## config.mk

```make
export PLATFORM = sky130hd
export DESIGN_NAME = intr_cntrl
export DESIGN_NICKNAME = d
export VERILOG_FILES = /design/src/rtl/intr_cntrl_pkg.sv /design/src/rtl/intr_prio_resolver.sv /design/src/rtl/intr_cntrl.sv
export SDC_FILE = /design/constraint.sdc
export NUM_CORES = 1
export LEC_CHECK = 0
export CORE_ASPECT_RATIO = 1.75
export CORE_MARGIN = 2
export CORE_UTILIZATION = 30
export DETAILED_ROUTE_END_ITERATION = 10
export PLACE_DENSITY = 0.58
export SYNTH_ARGS = -nofsm -noshare
export SYNTH_HDL_FRONTEND = slang
export SYNTH_HIERARCHICAL = 1
export SYNTH_SLANG_ARGS = --single-unit
```

## constraint.sdc

```tcl
create_clock -name clk -period 8.8 [get_ports clk]
set_input_delay 1.32 -clock clk [delete_from_list [all_inputs] [get_ports clk]]
set_output_delay 1.32 -clock clk [all_outputs]
set_load 0.005 [all_outputs]
```

## src/rtl/intr_cntrl_pkg.sv

```systemverilog
// intr_cntrl_pkg: shared sizes, vector field offsets and read-select encodings
package intr_cntrl_pkg;
    localparam int NUM_IRQ   = 32;
    localparam int NUM_CORE  = 4;
    localparam int VALID_BIT = 7;
    localparam int PRIO_LSB  = 5;
    localparam int ID_LSB    = 0;
    typedef enum logic [1:0] {
        SEL_CLAIM = 2'b00,
        SEL_IRR   = 2'b01,
        SEL_IMR   = 2'b10,
        SEL_ISR   = 2'b11
    } sel_e;
endpackage

```

## src/rtl/intr_prio_resolver.sv

```systemverilog
// intr_prio_resolver: picks the highest-priority eligible source, higher index wins ties
module intr_prio_resolver
    import intr_cntrl_pkg::*;
(
    input  logic [NUM_IRQ-1:0]   eligible,
    input  logic [2*NUM_IRQ-1:0] prio_cnfg,
    output logic                 valid,
    output logic [4:0]           id,
    output logic [1:0]           prio
);
    // later matches overwrite earlier ones, so the last hit is highest level then highest index
    always_comb begin
        valid = 1'b0;
        id    = '0;
        prio  = '0;
        for (int l = 0; l < 4; l++)
            for (int i = 0; i < NUM_IRQ; i++)
                if (eligible[i] && prio_cnfg[2*i +: 2] == 2'(l)) begin
                    valid = 1'b1;
                    id    = 5'(i);
                    prio  = 2'(l);
                end
    end
endmodule

```

## src/rtl/intr_cntrl.sv

```systemverilog
// intr_cntrl: 32-source, 4-core interrupt controller with broadcast request and first-ack claim
module intr_cntrl
    import intr_cntrl_pkg::*;
(
    input  logic                 clk,
    input  logic                 reset,
    input  logic [NUM_IRQ-1:0]   irq,
    input  logic [NUM_IRQ-1:0]   imq,
    input  logic [2*NUM_IRQ-1:0] prio_cnfg,
    input  logic                 read,
    input  logic [1:0]           s,
    input  logic                 int_ack1,
    input  logic                 int_ack2,
    input  logic                 int_ack3,
    input  logic                 int_ack4,
    output logic                 int_req1,
    output logic                 int_req2,
    output logic                 int_req3,
    output logic                 int_req4,
    output logic [31:0]          data_bus1,
    output logic [31:0]          data_bus2,
    output logic [31:0]          data_bus3,
    output logic [31:0]          data_bus4
);
    logic [NUM_IRQ-1:0]  r_irr, r_imr, r_isr;
    logic [31:0]         r_claim [NUM_CORE];
    logic [NUM_IRQ-1:0]  w_elig, w_set;
    logic                w_valid, w_req;
    logic [4:0]          w_id;
    logic [1:0]          w_prio;
    logic [31:0]         w_vec;
    logic [NUM_CORE-1:0] w_ack, w_grant;
    logic [31:0]         w_bus [NUM_CORE];

    assign w_elig = r_irr & r_imr & ~r_isr;

    intr_prio_resolver u_res (
        .eligible (w_elig),
        .prio_cnfg(prio_cnfg),
        .valid    (w_valid),
        .id       (w_id),
        .prio     (w_prio)
    );

    assign w_vec   = w_valid ? (32'(1) << VALID_BIT) | (32'(w_prio) << PRIO_LSB) | (32'(w_id) << ID_LSB) : '0;
    assign w_ack   = {int_ack4, int_ack3, int_ack2, int_ack1};
    // isolate the lowest-numbered acking core
    assign w_grant = w_valid ? (w_ack & (~w_ack + 4'd1)) : '0;
    assign w_set   = |w_grant ? (32'(1) << w_id) : '0;
    assign w_req   = |w_elig;

    always_ff @(posedge clk) begin
        if (!reset) begin
            r_irr <= '0;
            r_imr <= '0;
            r_isr <= '0;
            for (int c = 0; c < NUM_CORE; c++) r_claim[c] <= '0;
        end else begin
            r_irr <= irq;
            r_imr <= imq;
            r_isr <= (r_isr | w_set) & r_irr;
            for (int c = 0; c < NUM_CORE; c++)
                if (w_grant[c]) r_claim[c] <= w_vec;
        end
    end

    for (genvar c = 0; c < NUM_CORE; c++) begin : g_bus
        assign w_bus[c] = !read            ? w_vec      :
                          s == SEL_CLAIM   ? r_claim[c] :
                          s == SEL_IRR     ? r_irr      :
                          s == SEL_IMR     ? r_imr      : r_isr;
    end

    assign {int_req4, int_req3, int_req2, int_req1} = {4{w_req}};
    assign data_bus1 = w_bus[0];
    assign data_bus2 = w_bus[1];
    assign data_bus3 = w_bus[2];
    assign data_bus4 = w_bus[3];
endmodule

```

# --- Word level (Yosys, flattened, before mapping) ---
# Memories as Yosys holds them, arrays and structs flattened.
# Index checks and enable logic that the tools add are counted.
word_totals:
  register_bits: 96
  ramBits: 32
  inputBits: 137
  output_inout_bits: 132
  n_memories: 1
mem_list:
  columns: ["memory", "words", "word_bits", "read_ports", "rd_clocked_by_memory_dff", "wr", "line", "text"]
  rows:
  - ["r_claim", 4, 8, 4, 0, 4, "intr_cntrl.sv:26", "logic [31:0] r_claim [NUM_CORE];"]
classes:
  n_addsub: 1
  eq_ne: 98
  shift: 1
  n_mux: 381
  bitwise_logic: 12
  n_reduce_logical: 163
ops:
  columns: ["cell", "count"]
  rows:
  - ["$mux 5", 126]
  - ["$mux 32", 11]
  - ["$mux 1", 174]
  - ["$eq 2x2->1 const B", 65]
  - ["$logic_and 1x1->1", 128]
  - ["$mux 2", 64]
  - ["$and 32x32->32", 3]
  - ["$eq 2x1->1 const B", 33]
  - ["$logic_not 2->1", 33]
  - ["$mux 8", 5]
  - ["$not 32->32", 1]
  - ["$or 32x32->32", 1]
  - ["$reduce_or 32->1", 1]
  - ["$shl 1x5->32 const A", 1]
  - ["$or 8x5->8", 1]
  - ["$add 4x1->4 const B", 1]
  - ["$and 4x4->4", 1]
  - ["$mux 4", 1]
  - ["$not 4->4", 1]
  - ["$or 1x1->1", 4]
  - ["$reduce_or 4->1", 1]

# --- Logic depth before layout (Yosys ltp) ---
logic_depth:
  word_depth: 136
  ltp_mapped: 14
  depth_no_buf: 13

# --- Hierarchy ---
# The synthesis kept the hierarchy.
modules_own_cells:
  columns: ["module", "n_inst", "cells_per_inst", "area_each_um2", "seq_area_each_um2"]
  rows:
  - ["intr_cntrl", 1, 704, 6224.7, 2882.8]
  - ["intr_prio_resolver", 1, 444, 2711.4, 0.0]

# --- Least setup slack after synthesis ---
# Ideal clock, no wire load.
synth_timing:
  path_kind: "input-to-output"
  start: "input prio_cnfg[49]"
  end: "output data_bus1[0]"
  arrival_ps: 3413
  setup_slack_ps: 4067
  path_stages: 10
  path_cell_list: "nand3b_1 -> nor4bb_1 -> or4_4 -> a2111oi_4 -> o2111ai_1 -> a21oi_1 -> o211ai_1 -> clkbuf_1 -> a21oi_1 -> a21oi_1"
synth_between:
  elab_chain_len: 109
  word_cells_on_any_way: 219
  classes_between: "3 x eq/ne; 210 x mux; 1 x bitwise; 5 x reduce/logical"
synth_rtl:
  columns: ["item", "line", "text"]
  rows:
  - ["from (decl)", "intr_cntrl.sv:9", "input logic [2*NUM_IRQ-1:0] prio_cnfg,"]
  - ["$logic_not 2->1", "intr_prio_resolver.sv:18", "if (eligible[i] && prio_cnfg[2*i +: 2] == 2'(l)) begin"]
  - ["$logic_and 1x1->1", "intr_prio_resolver.sv:18", null]
  - ["$mux 5 (96 in series)", "intr_prio_resolver.sv:18", null]
  - ["$mux 5 * (8 in series)", "intr_prio_resolver.sv:18", null]
  - ["named net w_id[0]", "intr_cntrl.sv:29", "logic [4:0] w_id;"]
  - ["$or 8x5->8 *", "intr_cntrl.sv:45", "assign w_vec = w_valid ? (32'(1) << VALID_BIT) | (32'(w_prio) << PRIO_LSB) | (32'(w_id) << ID_LSB) : '0;"]
  - ["$mux 8 *", "intr_cntrl.sv:45", null]
  - ["$mux 32 *", "intr_cntrl.sv:68", "assign w_bus[c] = !read ? w_vec :"]
  - ["to (decl)", "intr_cntrl.sv:20", "output logic [31:0] data_bus1,"]
# Mark *: on every way through the listed nets, which the timed path passes. The rest lies on a longest branch.

# --- Final worst setup path ---
layout_timing:
  start: "input prio_cnfg[14]"
  end: "output data_bus1[5]"
layout_between:
  elab_chain_len: 125
  word_cells_on_any_way: 221
  classes_between: "3 x eq/ne; 212 x mux; 1 x bitwise; 5 x reduce/logical"
layout_rtl:
  columns: ["item", "line", "text"]
  rows:
  - ["$logic_not 2->1", "intr_prio_resolver.sv:18", null]
  - ["$logic_and 1x1->1", "intr_prio_resolver.sv:18", null]
  - ["$mux 1 (96 in series)", "intr_prio_resolver.sv:18", null]
  - ["$mux 1 * (25 in series)", "intr_prio_resolver.sv:18", null]
  - ["named net w_valid", "intr_cntrl.sv:28", "logic w_valid, w_req;"]
  - ["$mux 8 *", "intr_cntrl.sv:45", null]
  - ["$mux 32 *", "intr_cntrl.sv:68", null]
# Marked as above.

==> results_tabular.tex <==
\begin{tabular}{lr}
\hline
Metric & Value \\
\hline
\multicolumn{2}{l}{\textbf{Power and ir drop}} \\
\quad Clock Power Share & 0.376 \\
\quad Share of total power in combinational logic & 0.264 \\
\quad P\_sw & 539 uW \\
\quad P\_int & 1.27 mW \\
\quad Worst-case vdd ir drop & 0.143 mV \\
\quad Proportion of total power due to net switching & 0.298 \\
\quad Share of power burned in registers & 0.360 \\
\quad Ratio of total power to cell area & 150 mW/mm\^{}2 \\
\quad Leakage & 4.77 nW \\
\multicolumn{2}{l}{\textbf{Synthesis}} \\
\quad Compound-gate portion of the synthesized area & 0.164 \\
\quad Count of flip-flops with a built-in enable after synthesis & 32 \\
\quad Mux cell area share after synthesis & 0.0416 \\
\quad Syn Nets & 1285 \\
\quad Arithmetic-cell share of the synthesized area counting full adders, half adders and majority gates & 0 \\
\quad Main combinational cell family by area after synthesis & simple AND/OR/NAND/NOR gates \\
\quad Share of the yosys chip area belonging to registers & 0.323 \\
\quad Flip-flop and latch count after synthesis & 128 \\
\quad Area of the mapped netlist & 0.00894 sq mm \\
\quad Cell count after synthesis & 1148 \\
\quad Area share of xor/xnor cells in the synthesized design & 0 \\
\quad Post-Synth Simple-Gate Area & 0.380 \\
\quad Synth Warn \# & 6 \\
\quad Post-synthesis area per instance & 7.78 sq um \\
\quad Number of distinct library cell variants in the gate-level netlist after synthesis & 74 \\
\quad Leading register cell type out of synthesis & dfxtp\_1 \\
\quad Async S/R FF share, synth & 0 \\
\multicolumn{2}{l}{\textbf{Drt}} \\
\quad WL per Instance & 22.7 um \\
\quad Number of DRC markers in iteration 0 & 550 \\
\quad Drt via density & 5.25 \\
\quad DRC violations left & 0 \\
\quad Post-detailed-routing wire length & 39.4 mm \\
\quad TritonRoute pass-1 iters & 5 \\
\quad Routed via count & 9111 \\
\quad Number of antenna-violating nets in the routed design & 0 \\
\multicolumn{2}{l}{\textbf{Global route}} \\
\quad Wire length of the first global-routing pass & 56.2 mm \\
\quad Initial antenna violation count & 0 \\
\quad Pin count of the biggest net entering global routing & 105 \\
\quad Number of global-route vias before repair & 9275 \\
\quad Remaining Overflow, GRT & 0 \\
\quad Total track usage & 0.247 \\
\multicolumn{2}{l}{\textbf{Placed design}} \\
\quad Routability congestion estimate & 1.02 \\
\quad PortBufs & 268 \\
\quad Placed instance area & 0.0115 sq mm \\
\quad HPWL after DPL & 32.7 mm \\
\multicolumn{2}{l}{\textbf{Cells and area}} \\
\quad Antenna fix cells & 0 \\
\quad Final-stage net count & 1476 \\
\quad Total non-filler cell area in the finished layout & 0.0120 sq mm \\
\quad Post-Route Utilization & 0.411 \\
\quad Layout overhead on the synthesized area & 34.7\% \\
\quad \# fillers & 3075 \\
\quad Layout cells sized above 1 & 0.0806 \\
\multicolumn{2}{l}{\textbf{STA}} \\
\quad Setup clock skew after layout & 0.00646 ns \\
\quad Final setup violating endpoints & 0 \\
\quad Fin crit period & 6.87 ns \\
\quad RSZ-0062 raised after global routing & false \\
\quad Setup TNS Final & 0 ns \\
\quad Count of pins over their slew limit & 0 \\
\quad Tcrit/Tclk final & 0.780 \\
\quad Worst relative slew slack & 0.285 \\
\quad Worst slew pin tran & 1.07 ns \\
\quad Total count of hold-check failures in the final report & 0 \\
\quad Achievable Freq & 146 MHz \\
\multicolumn{2}{l}{\textbf{Clock tree}} \\
\quad Clock tree from TritonCTS & yes \\
\quad Sink count of the clock tree & 128 \\
\quad Clock latency on the worst-skew pair & 0.43 ns \\
\quad Resized Gates After CTS & 0 \\
\quad Clock root buffer & clkbuf\_16 \\
\quad Number of buffers inserted during clock tree synthesis & 17 \\
\quad Buffers from clock root to sink, at most & 2 \\
\quad Post-CTS Repair Setup Buffers & 0 \\
\quad Hold buffer count at CTS & 0 \\
\quad Reg clk slew, reported paths & 0.06 ns \\
\quad \# H-tree levels & 4 \\
\multicolumn{2}{l}{\textbf{Worst setup path}} \\
\quad Crit path kind & input pin to output port \\
\quad Maximum fanout encountered on the critical timing path & 20 \\
\quad Signal arrival time at the worst endpoint & 5.55 ns \\
\quad Endpoint required time on the critical path & 7.48 ns \\
\quad Kind of start point of the critical path & input pin \\
\quad Endpoint kind of the worst setup timing path & output port \\
\multicolumn{2}{l}{\textbf{Floorplan}} \\
\quad I/O pin cnt & 269 \\
\quad Area of the core & 0.0293 sq mm \\
\quad Die area & 0.0312 sq mm \\
\quad Die span in x & 134 um \\
\quad Cell Rows & 83 \\
\quad Die Y & 232 um \\
\quad Initial cell density of the core & 0.305 \\
\multicolumn{2}{l}{\textbf{Worst hold path}} \\
\quad Worst Hold Class & flop to flop \\
\multicolumn{2}{l}{\textbf{Status}} \\
\quad Status & completed \\
\multicolumn{2}{l}{\textbf{Job}} \\
\quad Max-capacitance violation count & 0 \\
\hline
\end{tabular}
[routing by layer]
layer  share of wire  GRT usage  vias up
met5               0          0        -
met1            0.34      0.233     4265
met2            0.54      0.472      327
li1                -          -     4412
met3           0.038     0.0336      107
met4           0.082      0.187        0
[path summary, 6_finish.rpt]
kind | depth (start not counted) | start | end | slack, ns
worst min register to register | 2 | r_irr[30] | r_isr[30] | 0.45
worst max register to register | 12 | r_irr[7] | r_claim[0][24] | 4.44
worst min-delay path | 2 | r_irr[30] | r_isr[30] | 0.45
worst max-delay path | 11 | prio_cnfg[14] | data_bus1[5] | 1.93
[cells in the mapped netlist, types with 24 or more instances]
master / n / share of area
edfxtp_1: 32 / 0.11
buf_4: 76 / 0.064
inv_1: 24 / 0.010
nor3b_1: 30 / 0.025
nand3b_1: 65 / 0.055
o21ai_0: 29 / 0.016
and2_1: 75 / 0.053
nand3_1: 45 / 0.025
dfxtp_1: 96 / 0.22
a21oi_1: 93 / 0.052
nand2_1: 153 / 0.064
a22oi_1: 24 / 0.020
nor2_1: 137 / 0.058
mux2_2: 29 / 0.037
[per-stage QoR]
| stage | instances | hold slack (ns) | power (mW) | setup WS, ns |
|---|---|---|---|---|
| floorplan | 1148 | 0.423 | 0.886 | 4.07 |
| global placement | 1702 | 0.436 | 1.14 | 2.10 |
| detailed placement | 1702 | 0.437 | 1.14 | 2.07 |
| CTS | 1734 | 0.444 | 1.82 | 2.07 |
| global route | 1734 | 0.470 | 1.88 | 1.83 |
| finish | 1734 | 0.447 | 1.81 | 1.93 |
[kinds of logic after synthesis]
group | after synthesis
AO/OA/AOI/OAI | 227
buffers and inverters | 134
flip-flops | 128
multiplexers | 32
AND/OR/NAND/NOR | 627
[worst max-delay path, cell delays in order]
cell             delay [ns]
clkdlybuf4s50_1        0.47
and3_1                 0.25
nor2b_1                0.39
nand3_1                0.33
nor4b_1                0.56
and3_1                 0.25
nand4_1                0.26
nand2b_1               0.62
a21oi_1                0.47
a21oi_1                0.10
clkdlybuf4s50_1        0.52
[power groups by stage]
| stage | clock, mW | sequential (mW) | combinational, mW |
|---|---|---|---|
| floorplan | 0 | 0.657 | 0.229 |
| global placement | 0 | 0.661 | 0.476 |
| detailed placement | 0 | 0.662 | 0.475 |
| CTS | 0.689 | 0.650 | 0.478 |
| global route | 0.717 | 0.653 | 0.511 |
| finish | 0.679 | 0.650 | 0.477 |
[registers in the layout (all words and copies together), names as in the netlist]
| register | count |
|---|---|
| r_isr | 32 |
| r_irr | 32 |
| r_imr | 32 |
| r_claim | 32 |
[cell usage in the layout, fill, tap and decap left out, drive strengths merged, types with 45 or more instances in the layout]
cell,count
nand2,153
dfxtp,96
clkdlybuf4s50,266
nand3b,66
nand3,45
a21oi,93
and2,76
nor2,137
[final cells by class]
type	instances	area, sq um	share of cell area
Multi-Input combinational cell	886	5240	0.435
Sequential cell	128	2880	0.240
Timing Repair Buffer	282	2780	0.231
Tap cell	382	478	0.0397
Clock buffer	18	429	0.0357
Clock inverter	14	143	0.0119
Inverter	24	90.1	0.00749
No activity file was read; power rests on OpenSTA's default activity.
